File: src/rtl/mdu_iter_if.sv
// mdu_iter_if: operand/control/result bundle between the multicycle MIPS
// controller (master) and the iterative multiply/divide unit (slave).
interface mdu_iter_if #(
    parameter int WIDTH = 32
);
    logic             start;
    logic [1:0]       op;
    logic [WIDTH-1:0] a;
    logic [WIDTH-1:0] b;
    logic             hi_we;
    logic             lo_we;
    logic [WIDTH-1:0] wdata;
    logic             busy;
    logic             done;
    logic [WIDTH-1:0] hi;
    logic [WIDTH-1:0] lo;

    modport master (
        output start, op, a, b, hi_we, lo_we, wdata,
        input  busy, done, hi, lo
    );

    modport slave (
        input  start, op, a, b, hi_we, lo_we, wdata,
        output busy, done, hi, lo
    );
endinterface

File: src/rtl/mdu_iter.sv
// mdu_iter: iterative MULT/MULTU/DIV/DIVU unit with private HI/LO registers.
// Shift-add multiply and restoring divide on operand magnitudes, one bit per
// cycle, followed by a single sign-fixup cycle. MTHI/MTLO writes are accepted
// only while the unit is not busy.
// Build option MDU_FAST_MUL_EN: multiplies finish in one cycle (E0 writes the
// full product and jumps to DONE); divide timing is unchanged.
module mdu_iter #(
    parameter int WIDTH = 32
) (
    input  logic      clk,
    input  logic      rst,
    mdu_iter_if.slave bus
);
    localparam int CW = (WIDTH > 1) ? $clog2(WIDTH) : 1;

    typedef enum logic [2:0] {
        S_IDLE,
        S_MUL,
        S_DIV,
        S_FIX,
        S_DONE
    } state_t;

    state_t state, state_nx;

    logic             is_div;
    logic             sa, sb;
    logic             b_zero;
    logic [WIDTH-1:0] a_raw;
    logic [WIDTH-1:0] op_m;     // multiplicand (MUL) or divisor (DIV) magnitude
    logic [WIDTH-1:0] acc_hi;   // product upper half / partial remainder
    logic [WIDTH-1:0] acc_lo;   // multiplier shifting out / quotient shifting in
    logic [CW-1:0]    cnt;
    logic [WIDTH-1:0] hi_q, lo_q;

    logic             start_ok;
    logic             in_signed;
    logic [WIDTH-1:0] a_mag, b_mag;
    logic [WIDTH:0]   mul_sum;
    logic [WIDTH:0]   rem_sh, rem_diff;
    logic [2*WIDTH-1:0] prod_mag, prod_fix;
    logic [WIDTH-1:0] q_fix, r_fix;
    logic             last_iter;

    assign bus.hi = hi_q;
    assign bus.lo = lo_q;

    // Operand magnitudes, per-iteration step values and sign-fixed results
    always_comb begin
        start_ok  = (state == S_IDLE) && bus.start;
        in_signed = ~bus.op[0];
        a_mag     = (in_signed && bus.a[WIDTH-1]) ? -bus.a : bus.a;
        b_mag     = (in_signed && bus.b[WIDTH-1]) ? -bus.b : bus.b;
        mul_sum   = {1'b0, acc_hi} + (acc_lo[0] ? {1'b0, op_m} : '0);
        rem_sh    = {acc_hi, acc_lo[WIDTH-1]};
        rem_diff  = rem_sh - {1'b0, op_m};
        prod_mag  = {acc_hi, acc_lo};
        prod_fix  = (sa ^ sb) ? -prod_mag : prod_mag;
        q_fix     = (sa ^ sb) ? -acc_lo : acc_lo;
        r_fix     = sa ? -acc_hi : acc_hi;
        last_iter = (cnt == CW'(WIDTH - 1));
    end

`ifdef MDU_FAST_MUL_EN
    logic [2*WIDTH-1:0] fast_prod;

    // Full-width single-cycle product; sign-extending both operands to 2*WIDTH gives the signed result
    always_comb begin
        fast_prod = bus.op[0]
            ? ({{WIDTH{1'b0}}, bus.a} * {{WIDTH{1'b0}}, bus.b})
            : ({{WIDTH{bus.a[WIDTH-1]}}, bus.a} * {{WIDTH{bus.b[WIDTH-1]}}, bus.b});
    end
`endif

    // State register
    always_ff @(posedge clk or negedge rst) begin
        if (!rst) state <= S_IDLE;
        else      state <= state_nx;
    end

    // Next-state logic and busy/done decode
    always_comb begin
        state_nx = state;
        bus.busy = 1'b0;
        bus.done = 1'b0;
        unique case (state)
            S_IDLE: begin
                if (bus.start) begin
                    if (bus.op[1]) state_nx = S_DIV;
`ifdef MDU_FAST_MUL_EN
                    else           state_nx = S_DONE;
`else
                    else           state_nx = S_MUL;
`endif
                end
            end
            S_MUL: begin
                bus.busy = 1'b1;
                if (last_iter) state_nx = S_FIX;
            end
            S_DIV: begin
                bus.busy = 1'b1;
                if (last_iter) state_nx = S_FIX;
            end
            S_FIX: begin
                bus.busy = 1'b1;
                state_nx = S_DONE;
            end
            S_DONE: begin
                bus.done = 1'b1;
                state_nx = S_IDLE;
            end
            default: state_nx = S_IDLE;
        endcase
    end

    // Operand latch at launch, then one shift-add or restoring-divide step per cycle
    always_ff @(posedge clk or negedge rst) begin
        if (!rst) begin
            is_div <= 1'b0;
            sa     <= 1'b0;
            sb     <= 1'b0;
            b_zero <= 1'b0;
            a_raw  <= '0;
            op_m   <= '0;
            acc_hi <= '0;
            acc_lo <= '0;
            cnt    <= '0;
        end else begin
            unique case (state)
                S_IDLE: begin
                    if (start_ok) begin
                        is_div <= bus.op[1];
                        sa     <= in_signed & bus.a[WIDTH-1];
                        sb     <= in_signed & bus.b[WIDTH-1];
                        b_zero <= (bus.b == '0);
                        a_raw  <= bus.a;
                        op_m   <= bus.op[1] ? b_mag : a_mag;
                        acc_lo <= bus.op[1] ? a_mag : b_mag;
                        acc_hi <= '0;
                        cnt    <= '0;
                    end
                end
                S_MUL: begin
                    acc_hi <= mul_sum[WIDTH:1];
                    acc_lo <= {mul_sum[0], acc_lo[WIDTH-1:1]};
                    cnt    <= cnt + CW'(1);
                end
                S_DIV: begin
                    // Remainder is always below the divisor, so a set rem_sh[WIDTH] implies a non-negative difference
                    if (!rem_diff[WIDTH]) begin
                        acc_hi <= rem_diff[WIDTH-1:0];
                        acc_lo <= {acc_lo[WIDTH-2:0], 1'b1};
                    end else begin
                        acc_hi <= rem_sh[WIDTH-1:0];
                        acc_lo <= {acc_lo[WIDTH-2:0], 1'b0};
                    end
                    cnt <= cnt + CW'(1);
                end
                default: ;
            endcase
        end
    end

    // HI/LO: MT writes when not busy; op results (fixup cycle or fast multiply) take priority
    always_ff @(posedge clk or negedge rst) begin
        if (!rst) begin
            hi_q <= '0;
            lo_q <= '0;
        end else begin
            if (state == S_IDLE || state == S_DONE) begin
                if (bus.hi_we) hi_q <= bus.wdata;
                if (bus.lo_we) lo_q <= bus.wdata;
            end
`ifdef MDU_FAST_MUL_EN
            if (start_ok && !bus.op[1]) {hi_q, lo_q} <= fast_prod;
`endif
            if (state == S_FIX) begin
                if (!is_div) begin
                    {hi_q, lo_q} <= prod_fix;
                end else if (b_zero) begin
                    hi_q <= a_raw;
                    lo_q <= '1;
                end else begin
                    hi_q <= r_fix;
                    lo_q <= q_fix;
                end
            end
        end
    end
endmodule

File: src/flat_wrapper.sv
// flat-port wrapper written by rule: the top's interface ports become plain ports
module mdu_iter_flat 
#(
    parameter int WIDTH = 32
)
  (clk, rst, bus_start, bus_op, bus_a, bus_b, bus_hi_we, bus_lo_we, bus_wdata, bus_busy, bus_done, bus_hi, bus_lo);
  mdu_iter_if #(.WIDTH(WIDTH)) bus_i ();
  input  logic clk;
  input  logic rst;
  input wire logic [$bits(bus_i.start)-1:0] bus_start;
  input wire logic [$bits(bus_i.op)-1:0] bus_op;
  input wire logic [$bits(bus_i.a)-1:0] bus_a;
  input wire logic [$bits(bus_i.b)-1:0] bus_b;
  input wire logic [$bits(bus_i.hi_we)-1:0] bus_hi_we;
  input wire logic [$bits(bus_i.lo_we)-1:0] bus_lo_we;
  input wire logic [$bits(bus_i.wdata)-1:0] bus_wdata;
  output wire logic [$bits(bus_i.busy)-1:0] bus_busy;
  output wire logic [$bits(bus_i.done)-1:0] bus_done;
  output wire logic [$bits(bus_i.hi)-1:0] bus_hi;
  output wire logic [$bits(bus_i.lo)-1:0] bus_lo;
  assign bus_i.start = bus_start;
  assign bus_i.op = bus_op;
  assign bus_i.a = bus_a;
  assign bus_i.b = bus_b;
  assign bus_i.hi_we = bus_hi_we;
  assign bus_i.lo_we = bus_lo_we;
  assign bus_i.wdata = bus_wdata;
  assign bus_busy = bus_i.busy;
  assign bus_done = bus_i.done;
  assign bus_hi = bus_i.hi;
  assign bus_lo = bus_i.lo;
  mdu_iter #(.WIDTH(WIDTH)) u_core (.clk(clk), .rst(rst), .bus(bus_i));
endmodule
File: config.mk
export PLATFORM = sky130hd
export DESIGN_NAME = mdu_iter_flat
export DESIGN_NICKNAME = d
export VERILOG_FILES = /design/src/rtl/mdu_iter_if.sv /design/src/rtl/mdu_iter.sv /design/src/flat_wrapper.sv
export SDC_FILE = /design/constraint.sdc
export NUM_CORES = 1
export LEC_CHECK = 0
export CORE_UTILIZATION = 59
export DETAILED_ROUTE_END_ITERATION = 6
export GPL_TIMING_DRIVEN = 0
export PLACE_DENSITY = 0.92
export SLEW_MARGIN = 20
export SYNTH_ARGS = -nofsm -noshare
export SYNTH_HDL_FRONTEND = slang
export SYNTH_SLANG_ARGS = --single-unit
File: constraint.sdc
create_clock -name clk -period 3.95 [get_ports clk]
set_input_delay 0.79 -clock clk [delete_from_list [all_inputs] [get_ports clk]]
set_output_delay 0.79 -clock clk [all_outputs]
set_load 0.02 [all_outputs]
==> out/results.tsv, run 1 <==
metric	value	unit
nets	2531	
violations	design-rule violations	
cts_max_path_buffers	3	
coreArea	0.0279	mm^2
cts_hold_buf	0	
max-slew-margin-rel	0.362	
drt_iter0_drc	2912	
cts-htree-levels	1	
viasPerCell	6.96	
synth_top_cell_area_share	0.304	
port_buffers	167	
first_pass_iters	7	
yosysMostFrequentCell	nand2_1	
end_kind	flop	
avgSynthCellArea	7.81	um^2
drc	5	
tritoncts	built	
placementRows	61	
cts_sinks	204	
p_leak	8.49	nW
num_vias	19163	
drive_above_1_share	0.0472	
worstSetupStartpointType	flop	
first_global_vias	17986	
grtUsageTotal	0.494	
synth_area_leader_cell	dfrtp_1	
setup_viol	0	
gp_congestion	1.10	
crit_fanout	10	
insertion_delay	0.57	ns
power.density	946	mW/mm^2
wl_per_cell	26.4	um
cts_buffers	25	
ys_types	82	
synthArstFlopShare	1.00	
antenna_cells	0	
die_x	171	um
tightest_slew	0.951	ns
synth_commonest_cells	328 x nand2_1, 204 x dfrtp_1, 185 x nor2_1	
critPathRequiredTime	4.36	ns
syn_area	0.0168	mm^2
grt_max_degree	98	
synth-edff-count	0	
path_class	reg -> reg	
start_util	0.602	
path_clk_slew	0.07	ns
cp.arrival	4.32	ns
clock.fmax	255	MHz
finalPower	19.0	mW
ys_ff_latch	204	
cts_root_buffer	clkbuf_16	
antenna_found_initial	5	
syn_nets	2327	
ant_nets	0	
yosys_warnings	0	
finalCritPeriodShare	0.991	
fp.dieH	171	um
worst_r2r_path_depth	13	
status	finished, violations left	
synth_flop_cell	dfrtp_1	
die_area	0.0292	mm^2
dp_hpwl	55500	um
grt_pass1_wl	107000	um
setup-tns-final	0	ns
seq_area_frac_synth	0.304	
postSynthCellCount	2152	
drv_slew	0	
pin_count	169	
fillCellCount	2156	
synth_area_leaders	dfrtp_1 30%, nand2_1 7.3%, ha_1 5.2%	
hold_class	in -> async	
min_period	3.91	ns
max-cap-violations	0	
ir_drop	0.000572	V
finalHoldViolCount	0	
grt-ovfl-total	0	
syn_to_final_growth	19.5	%
finClkSkew	0.0319	ns
wl	72800	um
[power by group]
group	switching (mW)	internal [mW]
combinational	7.78	4.47
sequential	1.06	3.09
clock	1.03	1.58
total	9.87	9.14
[sequential cells by signal, summed over array words and instances (netlist names), 3 cells and up]
name / count
u_core.a_raw: 32
u_core.acc_hi: 32
u_core.acc_lo: 32
u_core.bus.hi: 32
u_core.bus.lo: 32
u_core.op_m: 32
u_core.cnt: 5
u_core.state: 3
[cell families after synthesis]
group                    after synthesis  synth area share
buffers and inverters                219            0.0493
flip-flops                           204             0.304
AO/OA/AOI/OAI                        674             0.262
adder cells (fa/ha/maj)               72            0.0545
AND/OR/NAND/NOR                      747             0.203
multiplexers                          64            0.0385
XOR/XNOR                             172            0.0896
[layout by cell type, fill, tap and decap left out, types with 20 or more instances in the layout]
cell type	instances
ha_1	70
a32oi_1	27
inv_1	66
nor2_1	185
dfrtp_1	202
a211oi_1	31
a31oi_1	41
mux2i_1	59
o211ai_1	31
nor4_1	22
nand2_1	327
a21oi_1	149
nor3_1	35
a221oi_1	26
nand2b_1	20
clkdlybuf4s50_1	166
clkbuf_1	136
nand3_1	35
xnor2_1	96
a22oi_1	28
or3_1	21
clkbuf_16	25
a21o_1	34
xor2_1	75
o21ai_0	171
[routing by layer]
layer	wire, um	vias to the layer above	part of all wire	track usage
met1	26000	8951	0.36	0.589
met3	9580	395	0.13	0.150
met5	38	-	0.00052	0
met2	30800	1599	0.42	0.745
li1	-	8212	-	-
met4	6410	6	0.088	0.379
[per-stage QoR]
stage	hold slack, ns	std cells	util	instance area, um^2	setup WS (ns)
2_1_floorplan	0.440	2152	-	16800	0.563
5_1_grt	0.203	2752	0.719	20100	-0.0532
3_5_place_dp	0.466	2700	0.682	19000	-0.950
4_1_cts	0.188	2752	0.718	20100	0.0440
3_3_place_gp	0.463	2697	0.679	19000	-6.46
6_report	0.153	2752	0.719	20100	0.0359
[final cells by class]
cell class	instances	area [um^2]	share of cell area
plain buffers	151	592	0.0295
well taps	378	473	0.0235
clock inverters	18	270	0.0134
multi-input cells	1729	11000	0.546
flip-flops and latches	204	5110	0.254
repair buffers	177	1790	0.0892
clock buffers	27	643	0.0320
inverters	68	255	0.0127
[critical path: stages (launching register included)]
cell and delay, ns:
dfrtp_2 0.49, inv_1 0.19, ha_1 0.27, fa_1 0.41, nand2b_1 0.21, a21oi_2 0.19
o21ai_0 0.18, a21oi_2 0.32, o31ai_4 0.14, o21a_1 0.27, xnor2_2 0.26, buf_2 0.42
mux2i_1 0.26, o21ai_0 0.12
[worst paths after layout]
path,from,end,slack [ns]
min in group clk,u_core.a_raw[24],u_core.a_raw[24],0.48
max in group asynchronous,rst,u_core.acc_lo[0],2.61
setup / recovery,u_core.acc_lo[31],u_core.acc_hi[13],0.04
setup reg to reg,u_core.acc_lo[31],u_core.acc_hi[13],0.04
hold / removal,rst,u_core.bus.hi[16],0.15
hold reg to reg,u_core.a_raw[24],u_core.a_raw[24],0.48
[repair_timing]
action                                  in CTS  in global routing
endpoints found under the setup margin      49                 27
pin swaps                                    3                  1
gates resized for setup                     16                  9
hold endpoints to repair                     0                  0
buffers inserted                             7                  0
Note: power is estimated with default switching activity, not from simulation.
==> run 2, diff against run 1 <==
--- a/config.mk
+++ b/config.mk
@@ -6,6 +6,7 @@
 export NUM_CORES = 1
 export LEC_CHECK = 0
 export CORE_UTILIZATION = 59
+export CTS_CLUSTER_SIZE = 40
 export DETAILED_ROUTE_END_ITERATION = 6
 export GPL_TIMING_DRIVEN = 0
 export PLACE_DENSITY = 0.92
==> constraint.sdc (replaced) <==
create_clock -name clk -period 3.95 [get_ports clk]
set_input_delay 0.9875 -clock clk [delete_from_list [all_inputs] [get_ports clk]]
set_output_delay 0.9875 -clock clk [all_outputs]
set_load 0.02 [all_outputs]
==> run 2 against run 1 <==
Net effect:
- the run still ends with design-rule violations left
- count of clock-buffer cells in the layout did not move
- sequential power about the same
- final cell count is the same
- cell area hardly changed
- critical path depth is 2 lower
- total power about the same
- flip-flop and latch count unchanged
- setup slack better by 0.013 ns
- via count decreased by 0.50%
- combinational power is essentially flat
- die area unchanged
- global-route usage hardly changed
- critical path type unchanged
- highest routed layer unchanged
==> out/results.tsv, run 2 (synthesis gave the netlist of run 1 again) <==
metric	value	unit	change
cp.arrival	4.30	ns	was 4.32 ns
finalCritPeriodShare	0.988		was 0.991
holdWs	0.360	ns	was 0.153 ns
die_area	0.0292	mm^2	unchanged
grtUsageTotal	0.494		about the same
drv_slew	0		unchanged
syn_to_final_growth	19.6	%	was 19.5%
fillCellCount	2158		was 2156
first_global_vias	17982		was 17986
critPathRequiredTime	4.35	ns	was 4.36 ns
worst_r2r_path_depth	11		was 13
tritoncts	built		unchanged
pin_count	169		unchanged
wl	72600	um	was 72800 um
tightest_slew	0.927	ns	was 0.951 ns
mostFrequentLayoutCells	327 x nand2_1, 202 x dfrtp_1, 185 x nor2_1		unchanged
cts_root_buffer	clkbuf_16		unchanged
gp_congestion	1.10		unchanged
r2r_end	u_core.bus.hi[15]		was u_core.acc_hi[13]
max-slew-margin-rel	0.379		was 0.362
grt_pass1_wl	107000	um	about the same
place_area	0.0190	mm^2	unchanged
grt_max_degree	98		unchanged
max-cap-violations	0		unchanged
cts_sinks	204		unchanged
rr_startpoint	u_core.acc_hi[7]		was u_core.acc_lo[31]
cts_buffers	25		unchanged
p_sw_frac	0.519		about the same
regArea	0.00511	mm^2	unchanged
cts_hold_buf	0		unchanged
port_buffers	167		unchanged
finalHoldViolCount	0		unchanged
p_switching	9.86	mW	was 9.87 mW
p_leak	8.49	nW	about the same
ant_nets	0		unchanged
antenna_found_initial	5		unchanged
violations	design-rule violations		unchanged
fin_area	0.0201	mm^2	about the same
drive_above_1_share	0.0480		was 0.0472
clock.fmax	256	MHz	was 255 MHz
dp_hpwl	55500	um	unchanged
cts_max_path_buffers	3		unchanged
end_kind	flop		unchanged
num_vias	19067		was 19163
coreArea	0.0279	mm^2	unchanged
p_comb_frac	0.645		was 0.644
status	finished, violations left		unchanged
wl_per_cell	26.4	um	about the same
path_class	reg -> reg		unchanged
die_x	171	um	unchanged
nets	2531		unchanged
clockPowerShare	0.137		about the same
insertion_delay	0.56	ns	was 0.57 ns
fp.dieH	171	um	unchanged
setup_viol	0		unchanged
crit_fanout	9		was 10
placementRows	61		unchanged
ir_drop	0.000571	V	was 0.000572 V
r2r_setup_slack	0.05	ns	was 0.04 ns
multiInputGateArea	0.0110	mm^2	about the same
cts-htree-levels	1		unchanged
first_pass_iters	7		unchanged
path_clk_slew	0.06	ns	was 0.07 ns
p_int	9.14	mW	about the same
power.density	945	mW/mm^2	was 946 mW/mm^2
worstSetupStartpointType	flop		unchanged
setup-tns-final	0	ns	unchanged
min_period	3.90	ns	was 3.91 ns
hold_class	in -> async		unchanged
viasPerCell	6.93		was 6.96
final_common_cell	nand2_1		unchanged
antenna_cells	0		unchanged
drt_iter0_drc	2763		was 2912
start_util	0.602		unchanged
drc	9		was 5
final_util	0.720		was 0.719
finClkSkew	0.0258	ns	was 0.0319 ns
grt-ovfl-total	0		unchanged
power_frac_seq	0.218		about the same
run 2: repair_timing:
action                     in CTS  in global routing
pin swaps                       3                  1
setup endpoints to repair      49                 31
gates cloned                    0                  0
buffers inserted                7                  0
gates resized for setup        16                 11
run 2: stage by stage:
step	instances	total power [mW]	worst slack [ns]
3_3_place_gp	2697	15.3	-6.66
6_report	2752	19.0	0.0492
2_1_floorplan	2152	11.6	0.563
3_5_place_dp	2700	15.6	-0.950
5_1_grt	2752	19.9	-0.0409
4_1_cts	2752	18.4	0.0440
run 2: how the worst max path moves through the flow:
stage | from | to | slack (ns) | cells past startpoint
2_1_floorplan | u_core.acc_lo[0] | u_core.acc_hi[29] | 0.56 | 13
3_3_place_gp | rst | u_core.cnt[0] | -6.66 | 1
3_5_place_dp | u_core.acc_lo[0] | u_core.bus.hi[0] | -0.95 | 10
4_1_cts | u_core.acc_lo[0] | u_core.bus.hi[8] | 0.04 | 13
5_1_grt | u_core.acc_lo[0] | u_core.acc_hi[29] | -0.04 | 13
6_report | u_core.acc_hi[7] | u_core.bus.hi[15] | 0.05 | 11
run 2: final cells by class:
class | count | area share
Buffer | 151 | 0.0294
Clock buffer | 27 | 0.0320
Clock inverter | 18 | 0.0134
Inverter | 68 | 0.0127
Multi-Input combinational cell | 1729 | 0.546
Sequential cell | 204 | 0.254
Tap cell | 378 | 0.0235
Timing Repair Buffer | 177 | 0.0891
run 2: layer usage:
layer,share of wire,track usage,vias to the layer above
met5,0.00054,0,-
met4,0.091,0.377,6
met3,0.13,0.150,380
met2,0.42,0.745,1527
met1,0.35,0.591,8933
li1,-,-,8221
run 2: power by group through the flow:
stage	logic [mW]	registers (mW)	clock network [mW]
after floorplan	7.48	4.09	0
after global placement	11.3	4.03	0
after detailed placement	11.6	4.07	0
after CTS	11.7	4.04	2.57
after global routing	13.1	4.18	2.66
final	12.2	4.15	2.60
run 2: worst max-delay path, stage by stage, from the launching register on:
cell and delay, ns:
dfrtp_1 0.41, clkbuf_1 0.34, nor4_1 0.78, nand4bb_1 0.34, or2_2 0.38, clkbuf_1 0.17, o21ai_0 0.24, a21oi_1 0.10
a311oi_1 0.29, a31oi_1 0.14, a211oi_1 0.47, a31oi_1 0.09
